## config.mk

```make
export PLATFORM = sky130hd
export DESIGN_NAME = iob_mul_shiftadd
export DESIGN_NICKNAME = d
export VERILOG_FILES = /design/src/rtl/iob_mul_shiftadd.sv
export SDC_FILE = /design/constraint.sdc
export NUM_CORES = 1
export LEC_CHECK = 0
export CAP_MARGIN = 20
export CORE_ASPECT_RATIO = 1.75
export CORE_MARGIN = 1
export CORE_UTILIZATION = 55
export CTS_CLUSTER_SIZE = 14
export DETAILED_ROUTE_END_ITERATION = 16
export PLACE_DENSITY = 0.86
export SETUP_SLACK_MARGIN = 0.05
export SYNTH_ARGS = -nofsm -noshare
export SYNTH_HDL_FRONTEND = slang
export SYNTH_SLANG_ARGS = --single-unit
```

## constraint.sdc

```tcl
create_clock -name clk_i -period 6.1 [get_ports clk_i]
set_input_delay 1.83 -clock clk_i [delete_from_list [all_inputs] [get_ports clk_i]]
set_output_delay 1.83 -clock clk_i [all_outputs]
set_load 0.1 [all_outputs]
```

## src/rtl/iob_mul_shiftadd.sv

```systemverilog
// ============================================================================
// Module  : iob_mul_shiftadd
// Brief   : Sequential shift-and-add multiplier, one product bit per cycle.
//           Define IOB_MUL_SHIFTADD_SIGNED_EN for two's-complement operands.
// Revision: 1.0 - initial release
// ============================================================================
`default_nettype none

module iob_mul_shiftadd #(
    parameter int DATA_W = 32
) (
    input  logic                  clk_i,
    input  logic                  rst_i,
    input  logic                  cke_i,
    input  logic                  start_i,
    output logic                  done_o,
    input  logic [DATA_W-1:0]     multiplicand_i,
    input  logic [DATA_W-1:0]     multiplier_i,
    output logic [2*DATA_W-1:0]   product_o
);

    localparam int c_cnt_w = $clog2(DATA_W + 3);
    localparam logic [c_cnt_w-1:0] c_cnt_last = c_cnt_w'(DATA_W);

    typedef enum logic [1:0] {
        S_IDLE = 2'd0,
        S_RUN  = 2'd1,
        S_FIX  = 2'd2,
        S_DONE = 2'd3
    } state_t;

    state_t                 r_state;
    state_t                 w_state_nxt;
    logic [c_cnt_w-1:0]     r_cnt;
    logic [DATA_W-1:0]      r_mcand;
    logic                   r_carry;
    logic [2*DATA_W-1:0]    r_product;

    logic [DATA_W-1:0]      w_load_mcand;
    logic [DATA_W-1:0]      w_load_mplier;
    logic [DATA_W-1:0]      w_addend;
    logic [DATA_W:0]        w_sum;
    logic [2*DATA_W:0]      w_shifted;

`ifdef IOB_MUL_SHIFTADD_SIGNED_EN
    logic                   r_sign;

    // Magnitudes are taken at load; -2^(W-1) maps to 2^(W-1), which still fits unsigned.
    assign w_load_mcand  = multiplicand_i[DATA_W-1] ? -multiplicand_i : multiplicand_i;
    assign w_load_mplier = multiplier_i[DATA_W-1]   ? -multiplier_i   : multiplier_i;
`else
    assign w_load_mcand  = multiplicand_i;
    assign w_load_mplier = multiplier_i;
`endif

    assign w_addend  = r_product[0] ? r_mcand : '0;
    assign w_sum     = {r_carry, r_product[2*DATA_W-1:DATA_W]} + {1'b0, w_addend};
    assign w_shifted = {1'b0, w_sum, r_product[DATA_W-1:1]};

    always_comb begin
        w_state_nxt = r_state;
        case (r_state)
            S_IDLE: begin
                if (start_i) begin
                    w_state_nxt = S_RUN;
                end
            end
            S_RUN: begin
                if (r_cnt == c_cnt_last) begin
`ifdef IOB_MUL_SHIFTADD_SIGNED_EN
                    w_state_nxt = S_FIX;
`else
                    w_state_nxt = S_DONE;
`endif
                end
            end
`ifdef IOB_MUL_SHIFTADD_SIGNED_EN
            S_FIX: begin
                w_state_nxt = S_DONE;
            end
`endif
            S_DONE: begin
                w_state_nxt = S_IDLE;
            end
            default: begin
                w_state_nxt = S_IDLE;
            end
        endcase
    end

    always_ff @(posedge clk_i) begin
        if (rst_i) begin
            r_state   <= S_IDLE;
            r_cnt     <= '0;
            r_mcand   <= '0;
            r_carry   <= 1'b0;
            r_product <= '0;
`ifdef IOB_MUL_SHIFTADD_SIGNED_EN
            r_sign    <= 1'b0;
`endif
        end else if (cke_i) begin
            r_state <= w_state_nxt;
            case (r_state)
                S_IDLE: begin
                    if (start_i) begin
                        r_cnt     <= c_cnt_w'(1);
                        r_mcand   <= w_load_mcand;
                        r_carry   <= 1'b0;
                        r_product <= {{DATA_W{1'b0}}, w_load_mplier};
`ifdef IOB_MUL_SHIFTADD_SIGNED_EN
                        r_sign    <= multiplicand_i[DATA_W-1] ^ multiplier_i[DATA_W-1];
`endif
                    end
                end
                S_RUN: begin
                    // Carry out of the add lands in the high half's MSB after the shift.
                    r_carry   <= w_shifted[2*DATA_W];
                    r_product <= w_shifted[2*DATA_W-1:0];
                    if (r_cnt != c_cnt_last) begin
                        r_cnt <= r_cnt + c_cnt_w'(1);
                    end
                end
`ifdef IOB_MUL_SHIFTADD_SIGNED_EN
                S_FIX: begin
                    if (r_sign) begin
                        r_product <= -r_product;
                    end
                end
`endif
                default: begin
                end
            endcase
        end
    end

    assign done_o    = (r_state == S_IDLE) || (r_state == S_DONE);
    assign product_o = r_product;

endmodule

`default_nettype wire

```

Yosys cells after proc, flatten, opt, wreduce, memory -nomap -nowiden:

Cells that the tools add are included.

* logic and storage cells: 32
* input bits: 68
* register bits: 105
* output and inout bits: 65

* multiplexer cells: 11
* reductions and logical operators: 7
* eq/ne operators: 7
* $add $sub $neg: 2

Operators by type and width (number)
* case mux 64 bit (2 select lines): 1
* 2-to-1 mux 64 bit: 1
* adder 33 x 32 -> 33 bit: 1
* 2-to-1 mux 32 bit: 1
* 2-to-1 mux 6 bit: 2
* case mux 6 bit (2 select lines): 1
* AND reduction 3 bit: 3
* adder 6 x 1 -> 6 bit, second input constant: 1
* == test 6 bit, second input constant: 1
* inequality test 2 bit, second input constant: 3
* inequality test 6 bit, second input constant: 1
* 2-to-1 mux 2 bit: 2
* case mux 2 bit (2 select lines): 1
* AND reduction 4 bit: 1
* == test 2 x 1 -> 1 bit, second input constant: 1
* == test 2 bit, second input constant: 1
* logical NOT 2 bit: 1
* case mux 1 bit (2 select lines): 1
* nonzero test 2 bit: 1
* logical OR 1 bit: 1
* 2-to-1 mux 1 bit: 1

Longest topological paths before layout:

Gate-level depths: netlist of run 1.

* depth in word-level cells: 3
* gate-level depth with buffers: 13
* mapped depth without buffers: 12

Worst setup path before layout of run 1:

No wires, ideal clock.

* path type: register -> register
* start: register r_product[0] (netlist: product_o[0])
* end: register r_product[59] (netlist: product_o[59])
* stages on the path, launching flop included: 14
* clock period less this slack: 3.541 ns
* library setup time: 0.119 ns
* required time: 5.981 ns
* setup slack: 2.559 ns
* arrival time: 3.422 ns
* buffers on the path: 1
* cell sequence: dfxtp_1 clkbuf_1 and2_1 ha_1 inv_1 fa_1 nor2b_4 o2111ai_2 and3_4 o311ai_2 nand4_2 a21boi_2 o21ai_0 a32o_1

* longest elaborated chain between the ends: 3

Ends and longest elaborated chain
* start, declared: line 37 `logic [2*DATA_W-1:0] r_product;`
* start signal, assigned: line 109 `r_product <= {{DATA_W{1'b0}}, w_load_mplier};`
* start signal, assigned: line 118 `r_product <= w_shifted[2*DATA_W-1:0];`
* 2-to-1 mux 32 bit: line 56 `assign w_addend = r_product[0] ? r_mcand : '0;`
* adder 33 x 32 -> 33 bit: line 57 `assign w_sum = {r_carry, r_product[2*DATA_W-1:DATA_W]} + {1'b0, w_addend};`
* case mux 64 bit (2 select lines): line 103 `case (r_state)`

Every way passes these cells.
A chain may end at the register's enable or synchronous reset.

Final worst setup path of run 1:

* start: register r_state[0]
* end: output done_o

* longest elaborated chain between the ends: 2
* elaborated cells between the ends (all ways): 3
* classes of those cells: 1 x eq/ne; 2 x reduce/logical

Ends and longest elaborated chain
* start, declared: line 32 `state_t r_state;`
* start signal, assigned: line 102 `r_state <= w_state_nxt;`
* == test 2 bit or logical NOT 2 bit (tied branches): line 136 `assign done_o = (r_state == S_IDLE) || (r_state == S_DONE);`
* logical OR 1 bit *: line 136
* end, declared: line 16 `output logic done_o,`

Every way passes the cells marked *; elsewhere a longest branch is shown, timed or not.

==> impl_metrics.csv, run 1 <==
group,metric,value,unit
outcome,status,"finished, final reports clean",
clock_tree,root_buffer,"clkbuf_16",
synthesis,synth.avg_cell_area,8.16,sq um
timing,timing.fmax,243,MHz
synthesis,yosysWarnings,0,
routing,ant_nets,0,
worst_setup_path,critPathCaptureType,"primary output",
placement,globalplace.congestion,0.917,
timing,min_period,4.11,ns
floorplan,die_h,139,um
final_layout,multi_input_area,0.00359,sq mm
power_and_ir_drop,vdd_drop_max,0.192,mV
synthesis,netlist_top_cells_area,"dfxtp_1 (35%), ha_1 (7.6%), nand2_1 (7.2%), a21oi_1 (6.6%), mux2i_1 (5.6%)",
global_routing,gr-usage-met1,29.4,%
timing,worst_pin_slew,1.02,ns
timing,maxSlewHeadroom,31.7,%
clock_tree,cts.clk_slew.worst_paths,0.08,ns
worst_setup_path,cp-start-kind,"flop",
timing,finClkSkew,0.0118,ns
synthesis,async_flop_share,0,%
clock_tree,clock_path_buffers,2,
floorplan,io_pins,133,
floorplan,dieArea,0.0112,sq mm
placement,dpl-instance-area,0.00726,sq mm
placement,dp_hpwl,11.7,mm
synthesis,ys_seq_elements,104,
routing,drtIter0Drc,218,
routing,drt-vias-per-instance,5.91,
global_routing,busiest_layer,"met2",
final_layout,area_delta_synth_final,27.9,%
final_layout,n_antenna_cell,0,
synthesis,synth_cell_types,65,
worst_setup_path,crit_required,4.27,ns
job,maxCapViolCount,0,
global_routing,overflow,0,
synthesis,ys_seq_area_share,35.1,%
global_routing,grt_pass1_wl,26.1,mm
routing,drc_errors,0,
final_layout,stdcell_area,0.00758,sq mm
timing,setup_viol,0,
synthesis,synth_area_leader_cell,"dfxtp_1",
clock_tree,post_cts_buffers,0,
placement,io_buffers,132,
worst_setup_path,critPathMaxFanout,2,
global_routing,grt_max_degree,81,
timing,setup_ws,1.99,ns
floorplan,rows,49,
clock_tree,numCtsBuffers,9,
floorplan,die_w,80.5,um
timing,hold_ws,0.456,ns
synthesis,syn_nets,831,
global_routing,use_met2,54.9,%
final_layout,drive_above_1_share,5.97,%
routing,num_vias,5706,
clock_tree,insertion_delay,0.35,ns
power_and_ir_drop,power_density,216,mW/mm^2
synthesis,synth_cells,726,
clock_tree,cts_tree,"yes",
clock_tree,cts.sinks,104,
final_layout,num-nets-final,938,
worst_setup_path,worstPathArrival,2.28,ns
power_and_ir_drop,power_leakage,0.00285,uW
final_layout,num-fill-cells,797,
worst_setup_path,crit_type,"reg2out",
final_layout,layout_commonest_cell,"clkdlybuf4s50_1",
global_routing,grt_antenna_before_repair,0,
synthesis,synth_flop_cell,"dfxtp_1",
floorplan,initial_core_util,57.2,%
final_layout,seq_area,0.00208,sq mm
floorplan,core_area,0.0104,sq mm
global_routing,grt_pass1_vias,5849,
final_layout,final_cell_mix,"clkdlybuf4s50_1 (131), nand2_1 (113), dfxtp_1 (104), a21oi_1 (78), nor2_1 (61)",
routing,detail_route.first_pass.iterations,5,
synthesis,synth-edff-count,0,
placement,preCtsSetupSlack,1.78,ns
hold_path,hp-class,"reg2reg",
synthesis,synth_top_area_share,35.1,%
timing,rsz0062_at_grt,"false",
timing,final.setup.tns,0,ns
global_routing,grt_use_total,29.3,%
timing,period_share,67.4,%
clock_tree,cts_resized,0,
timing,hold_viol,0,
clock_tree,ctsHoldBuffers,0,
synthesis,netlist_area,0.00593,sq mm
clock_tree,h-tree-depth,3,
routing,routed_wl,16.0,mm
routing,wl_per_cell,16.6,um
global_routing,groute.layer.met3.usage,6.49,%
timing,drv_slew,0,
==> worst paths after layout <==
kind | from | end | slack [ns] | cells past startpoint
max reg2reg | product_o[0]$_SDFFE_PP0P_ | product_o[51]$_SDFFE_PP0P_ | 2.88 | 13
min | r_mcand[4]$_SDFFE_PP0P_ | r_mcand[4]$_SDFFE_PP0P_ | 0.46 | 2
min reg2reg | r_mcand[4]$_SDFFE_PP0P_ | r_mcand[4]$_SDFFE_PP0P_ | 0.46 | 2
max | r_state[0]$_SDFFE_PP0P_ | done_o | 1.99 | 4
==> layer usage <==
layer  share of wire [%]  wire (um)  up-vias
li1                    -          -     2770
met1                  36       5780     2691
met2                  55       8860      199
met3                 5.2        833       46
met4                 3.2        517        0
met5                   0          0        -
==> worst max-delay path, stage by stage (launching register included) <==
cell and delay (ns):
dfxtp_1 0.36, inv_1 0.07, ha_1 0.30, inv_1 0.06, clkdlybuf4s50_1 1.14
==> synthesized netlist by cell type (3+ instances only) <==
master,instances
a211oi_1,36
a21o_1,6
a21oi_1,78
a22oi_1,3
a31oi_1,8
and2_1,37
and3_1,3
buf_1,4
buf_2,4
buf_4,3
clkbuf_1,31
dfxtp_1,104
ha_1,36
inv_1,18
mux2i_1,33
nand2_1,113
nand2b_1,4
nand3_1,14
nand4_1,8
nor2_1,61
nor3_1,7
o211ai_1,3
o21a_1,3
o21ai_0,25
o21ai_1,6
o21ai_2,4
o21bai_1,3
or3_1,4
xnor2_1,13
xor2_1,13
==> logic make-up after synthesis <==
kind of cell             count (synthesis)  synth area share (%)
AO/OA/AOI/OAI                          202                  22.6
XOR/XNOR                                26                  3.84
adder cells (fa/ha/maj)                 37                  7.94
buffers and inverters                   62                  4.35
flip-flops                             104                  35.1
multiplexers                            34                  5.76
AND/OR/NAND/NOR                        261                  20.4
==> registers in the layout, summed over array words and instances, names as in the netlist <==
signal     cells
r_mcand       32
r_state        2
r_cnt          6
product_o     64
==> stage by stage <==
step                power, uW  utilization (%)  std cells
detailed placement       1080             70.1        947
global placement         1070             70.0        946
finish                   1640             73.2        965
CTS                      1640             72.8        963
global route             1690             73.2        965
floorplan                 970                -        726
==> report_power, final <==
group          total [uW]  switching (uW)  internal, uW
registers             728            20.4           708
clock network         570             281           289
logic                 338             225           113
total                1640             527          1110
==> area by class of cell <==
cell class                 count  share of cell area (%)
clock buffer                  10                    3.02
clock inverter                 6                   0.759
inverter                      18                   0.891
multi-input combinational    560                    47.4
sequential                   104                    27.5
tap                          127                    2.10
timing repair buffer         140                    18.4
Power figures use the tool's default switching activity.
==> run 2: changes to the inputs <==
Settings changed: CORE_UTILIZATION 55 to 51, PLACE_DENSITY 0.86 to 0.81.
Clock period 6.1 ns to 4.2 ns, I/O delays scaled along.
==> run 2 against run 1 <==
Compared with the run above: first-iteration DRC count grew 10%; final cell count grew 0.93%; flip-flop and latch count did not move; final area rose by 0.73%; clock skew up 0.00059 ns; die area up 7.7%; critical path type unchanged; critical endpoint is now product_o[37].
==> impl_metrics.csv, run 2 (synthesized netlist as in run 1, its figures left out) <==
group,metric,value,unit
outcome,status,"finished, final reports clean",
power_and_ir_drop,seq_power_share,43.0,%
global_routing,grt_pass1_wl,26.0,mm
placement,io_buffers,132,
routing,drt-vias-per-instance,5.76,
power_and_ir_drop,power_leakage,0.00288,uW
worst_setup_path,crit_buf_inv,1,
power_and_ir_drop,power_density,322,mW/mm^2
clock_tree,ctsHoldBuffers,0,
floorplan,initial_core_util,52.8,%
worst_setup_path,reg2reg_from,"product_o[0]$_SDFFE_PP0P_",
floorplan,io_pins,133,
routing,drc_errors,0,
routing,routed_wl,15.7,mm
worst_setup_path,cp_slowest_cell,"clkdlybuf4s50_1",
final_layout,stdcell_area,0.00764,sq mm
clock_tree,post_cts_buffers,0,
hold_path,hold_start,"r_mcand[26]$_SDFFE_PP0P_",
clock_tree,cts_tree,"yes",
timing,setup_ws,1.01,ns
worst_setup_path,cp-start-kind,"flop",
final_layout,num-fill-cells,935,
global_routing,grt_antenna_before_repair,0,
job,maxCapViolCount,0,
hold_path,hold_path_depth,2,
placement,dpl-instance-area,0.00731,sq mm
floorplan,core_area,0.0112,sq mm
final_layout,num-nets-final,942,
worst_setup_path,crit_required,2.94,ns
clock_tree,clock_path_buffers,2,
timing,rsz0062_at_grt,"false",
final_layout,finalNonFillerCells,974,
worst_setup_path,crit_type,"reg2out",
worst_setup_path,rr_worst_depth,11,
global_routing,overflow,0,
final_layout,n_antenna_cell,0,
worst_setup_path,worstPathArrival,1.93,ns
worst_setup_path,critPathMaxFanout,3,
hold_path,holdPathEnd,"r_mcand[26]$_SDFFE_PP0P_",
timing,min_period,3.19,ns
worst_setup_path,cp_top_family,"buffers and inverters",
clock_tree,insertion_delay,0.35,ns
worst_setup_path,critPathCaptureType,"primary output",
power_and_ir_drop,vdd_drop_max,0.248,mV
floorplan,die_h,145,um
clock_tree,root_buffer,"clkbuf_16",
timing,drv_slew,0,
final_layout,layout_commonest_cell,"clkdlybuf4s50_1",
final_layout,drive_above_1_share,6.65,%
worst_setup_path,r2r-end,"product_o[62]$_SDFFE_PP0P_",
power_and_ir_drop,p_clk_share,37.3,%
routing,ant_nets,0,
routing,num_vias,5610,
placement,globalplace.congestion,0.969,
worst_setup_path,crit_chain,"clkdlybuf4s50_1",
clock_tree,cts_resized,0,
clock_tree,numCtsBuffers,9,
floorplan,dieArea,0.0121,sq mm
timing,hold_ws,0.452,ns
hold_path,hp-class,"reg2reg",
clock_tree,cts.sinks,104,
clock_tree,cts.clk_slew.worst_paths,0.07,ns
clock_tree,h-tree-depth,3,
timing,period_share,75.9,%
worst_setup_path,r2r_slack,1.19,ns
power_and_ir_drop,p_sw_share,29.6,%
power_and_ir_drop,p_switching,728,uW
worst_setup_path,critPathMaxStageDelay,1.17,ns
floorplan,die_w,83.5,um
global_routing,grt_max_degree,45,
floorplan,rows,51,
timing,hold_viol,0,
placement,dpl.cell_count,958,
global_routing,grt_use_total,26.7,%
routing,drtIter0Drc,240,
timing,setup_viol,0,
placement,preCtsSetupSlack,0.783,ns
final_layout,final_cell_mix,"clkdlybuf4s50_1 (129), nand2_1 (113), dfxtp_1 (104), a21oi_1 (78), nor2_1 (61)",
routing,wl_per_cell,16.1,um
routing,detail_route.first_pass.iterations,4,
global_routing,grt_pass1_vias,5662,
power_and_ir_drop,combPwrFrac,19.7,%
power_and_ir_drop,internal-power,1730,uW
timing,timing.fmax,314,MHz
placement,dp_hpwl,12.0,mm
timing,maxSlewHeadroom,32.6,%
timing,final.setup.tns,0,ns
timing,finClkSkew,0.0124,ns
final_layout,largest_register_ffs,64,
final_layout,area_delta_synth_final,28.9,%
timing,worst_pin_slew,1.01,ns
[run 2: layer usage]
layer	vias to the layer above	share of wire, %	global-route usage, %	wire length (um)
met5	-	0	0	0
met4	0	4.1	14.3	640
met3	55	5.5	5.31	859
met2	202	53	51.3	8330
met1	2559	37	27.0	5860
li1	2794	-	-	-
[run 2: final cells by class]
| class | instances | area [sq um] | share of cell area, % |
|---|---|---|---|
| Tap cell | 132 | 165 | 2.16 |
| Clock buffer | 11 | 243 | 3.18 |
| Multi-Input combinational cell | 560 | 3590 | 47.0 |
| Sequential cell | 104 | 2080 | 27.3 |
| Inverter | 18 | 67.6 | 0.885 |
| Timing Repair Buffer | 144 | 1400 | 18.3 |
| Clock inverter | 5 | 87.6 | 1.15 |
[run 2: worst max path at each step]
stage                                       endpoint  cells after the start                       start
after global placement     product_o[0]$_SDFFE_PP0P_                      6                     start_i
after floorplan           product_o[59]$_SDFFE_PP0P_                     13   product_o[0]$_SDFFE_PP0P_
after CTS                              product_o[37]                      1  product_o[37]$_SDFFE_PP0P_
after detailed placement  product_o[18]$_SDFFE_PP0P_                      6                     start_i
final                                  product_o[37]                      1  product_o[37]$_SDFFE_PP0P_
after global routing      product_o[62]$_SDFFE_PP0P_                     11   product_o[0]$_SDFFE_PP0P_
[run 2: power by group through the flow]
stage	Sequential, uW	Combinational (uW)	Clock (uW)
finish	1060	486	917
global route	1060	517	970
CTS	1060	489	933
detailed placement	1080	488	0
global placement	1080	477	0
floorplan	1250	159	0
[run 2: metrics by stage]
stage / utilization [%] / power (uW)
4_1_cts: 68.0 / 2480
3_5_place_dp: 65.1 / 1570
6_report: 68.0 / 2460
2_1_floorplan: - / 1410
5_1_grt: 68.0 / 2550
3_3_place_gp: 65.1 / 1560
==> run 3: changes to the inputs <==
Clock period 4.2 ns to 3.06 ns, I/O delays scaled along.
==> run 3 against run 2 <==
Compared with the run above: power up 35%; sequential power up 37%; count of clock-buffer cells in the layout down 2; sequential share of layout area up 0.33 points; clock skew down 0.0011 ns; flip-flop and latch count unchanged; hold slack worse by 0.0021 ns; first-iteration DRC count up 21%; critical endpoint is now product_o[56]$_SDFFE_PP0P_; critical path type is now reg2reg; wire length up 4.3%; via count up 3.1%; final area down 0.92%; core utilization down 0.62 points.
==> impl_metrics.csv, run 3 (synthesized netlist as in run 1, its figures left out) <==
group,metric,value,unit
worst_setup_path,crit_chain,"buf_4, and2_1, ha_1, nand3_1, nor2_1, nand4_1, a2111oi_2, o21ai_1, a21oi_1, mux2i_1, nand2_1",
final_layout,largest_register_ffs,64,
global_routing,grt_pass1_wl,26.3,mm
global_routing,grt_use_total,27.0,%
floorplan,initial_core_util,52.8,%
placement,dp_hpwl,12.2,mm
clock_tree,root_buffer,"clkbuf_16",
final_layout,num-fill-cells,951,
timing,rsz0062_at_grt,"false",
floorplan,io_pins,133,
floorplan,dieArea,0.0121,sq mm
routing,detail_route.first_pass.iterations,5,
worst_setup_path,rr_worst_depth,11,
hold_path,hold_start,"r_mcand[6]$_SDFFE_PP0P_",
final_layout,num-nets-final,953,
final_layout,final_cell_mix,"nand2_1 (113), dfxtp_1 (101), buf_4 (86), a21oi_1 (78), clkdlybuf4s50_1 (66)",
worst_setup_path,r2r_slack,0.17,ns
timing,min_period,2.89,ns
timing,hold_viol,0,
clock_tree,h-tree-depth,3,
floorplan,core_area,0.0112,sq mm
final_layout,n_antenna_cell,0,
clock_tree,insertion_delay,0.35,ns
floorplan,rows,51,
routing,num_vias,5786,
global_routing,overflow,0,
final_layout,drive_above_1_share,15.7,%
power_and_ir_drop,power_density,438,mW/mm^2
worst_setup_path,critPathMaxStageDelay,0.48,ns
timing,period_share,94.3,%
floorplan,die_h,145,um
clock_tree,clock_path_buffers,2,
outcome,status,"finished, final reports clean",
worst_setup_path,critPathCaptureType,"flop",
routing,drc_errors,0,
worst_setup_path,crit_buf_inv,1,
worst_setup_path,critPathMaxFanout,10,
clock_tree,cts.clk_slew.worst_paths,0.07,ns
routing,drtIter0Drc,291,
final_layout,finalCoreUtilization,67.4,%
timing,finClkSkew,0.0114,ns
worst_setup_path,reg2reg_from,"product_o[0]$_SDFFE_PP0P_",
worst_setup_path,cp_top_family,"compound AO/OA/AOI/OAI gates",
hold_path,holdPathEnd,"r_mcand[6]$_SDFFE_PP0P_",
worst_setup_path,cp_slowest_cell,"a2111oi_2",
timing,final.setup.tns,0,ns
power_and_ir_drop,power_leakage,0.00305,uW
timing,worst_pin_slew,0.487,ns
timing,maxSlewHeadroom,67.3,%
clock_tree,cts_tree,"yes",
worst_setup_path,r2r-end,"product_o[56]$_SDFFE_PP0P_",
final_layout,layout_commonest_cell,"nand2_1",
routing,drt-vias-per-instance,5.87,
worst_setup_path,crit_type,"reg2reg",
job,maxCapViolCount,0,
timing,drv_slew,0,
global_routing,grt_max_degree,45,
hold_path,hp-class,"reg2reg",
placement,globalplace.congestion,0.919,
floorplan,die_w,83.5,um
global_routing,grt_antenna_before_repair,0,
timing,timing.fmax,346,MHz
worst_setup_path,worstPathArrival,3.13,ns
routing,wl_per_cell,16.6,um
timing,setup_viol,0,
routing,ant_nets,0,
worst_setup_path,cp-start-kind,"flop",
routing,routed_wl,16.4,mm
power_and_ir_drop,vdd_drop_max,0.338,mV
final_layout,area_delta_synth_final,27.7,%
worst_setup_path,crit_required,3.30,ns
clock_tree,cts.sinks,104,
hold_path,hold_path_depth,2,
placement,io_buffers,132,
global_routing,grt_pass1_vias,5759,
clock_tree,numCtsBuffers,9,
[run 3: timing repair]
action / 4_1_cts / 5_1_grt
gates resized for setup: 0 / 0
buffers inserted: 0 / 3
hold buffers: 0 / 0
setup endpoints to repair: 0 / 4
[run 3: metrics by stage]
stage	setup slack, ns	hold slack [ns]	power [uW]	instances	area (sq um)
floorplan	0.0528	0.432	1930	726	5930
CTS	0.0635	0.454	3320	982	7540
global route	0.0777	0.470	3440	985	7570
global placement	0.159	0.441	2140	966	7240
finish	0.174	0.450	3320	985	7570
detailed placement	0.0764	0.444	2150	966	7240
[run 3: area by class of cell]
cell class | instances | area, sq um | area share (%)
multi-input combinational | 560 | 3590 | 47.5
sequential | 104 | 2090 | 27.6
timing repair buffer | 155 | 1350 | 17.9
clock buffer | 9 | 225 | 2.98
tap | 132 | 165 | 2.18
clock inverter | 7 | 78.8 | 1.04
inverter | 18 | 67.6 | 0.893
[run 3: how the worst max path moves through the flow]
stage	startpoint	end	slack, ns	cells after the start
6_report	product_o[0]$_SDFFE_PP0P_	product_o[56]$_SDFFE_PP0P_	0.17	11
5_1_grt	product_o[0]$_SDFFE_PP0P_	product_o[59]$_SDFFE_PP0P_	0.08	11
4_1_cts	product_o[0]$_SDFFE_PP0P_	product_o[59]$_SDFFE_PP0P_	0.06	12
3_5_place_dp	product_o[0]$_SDFFE_PP0P_	product_o[59]$_SDFFE_PP0P_	0.08	12
3_3_place_gp	product_o[0]$_SDFFE_PP0P_	product_o[59]$_SDFFE_PP0P_	0.16	12
2_1_floorplan	product_o[0]$_SDFFE_PP0P_	product_o[59]$_SDFFE_PP0P_	0.05	13
[run 3: where the power goes]
group | total [uW] | internal, uW | switching (uW)
registers | 1450 | 1410 | 41.5
logic | 675 | 224 | 451
clock network | 1190 | 644 | 545
total | 3320 | 2280 | 1040
[run 3: routing by layer]
metal	routed length [um]	track usage, %	up-vias
met1	5960	27.4	2698
met5	0	0	-
met2	8900	52.2	227
met3	908	4.97	50
li1	-	-	2811
met4	597	14.3	0
[run 3: worst register-to-register path, delay by kind of cell, from the launching register on]
family,cells,cell delay [ns]
AO/OA/AOI/OAI,3,0.87
AND/OR/NAND/NOR,5,0.73
adder cells (fa/ha/maj),1,0.40
flip-flops,1,0.35
multiplexers,1,0.25
buffers and inverters,1,0.17
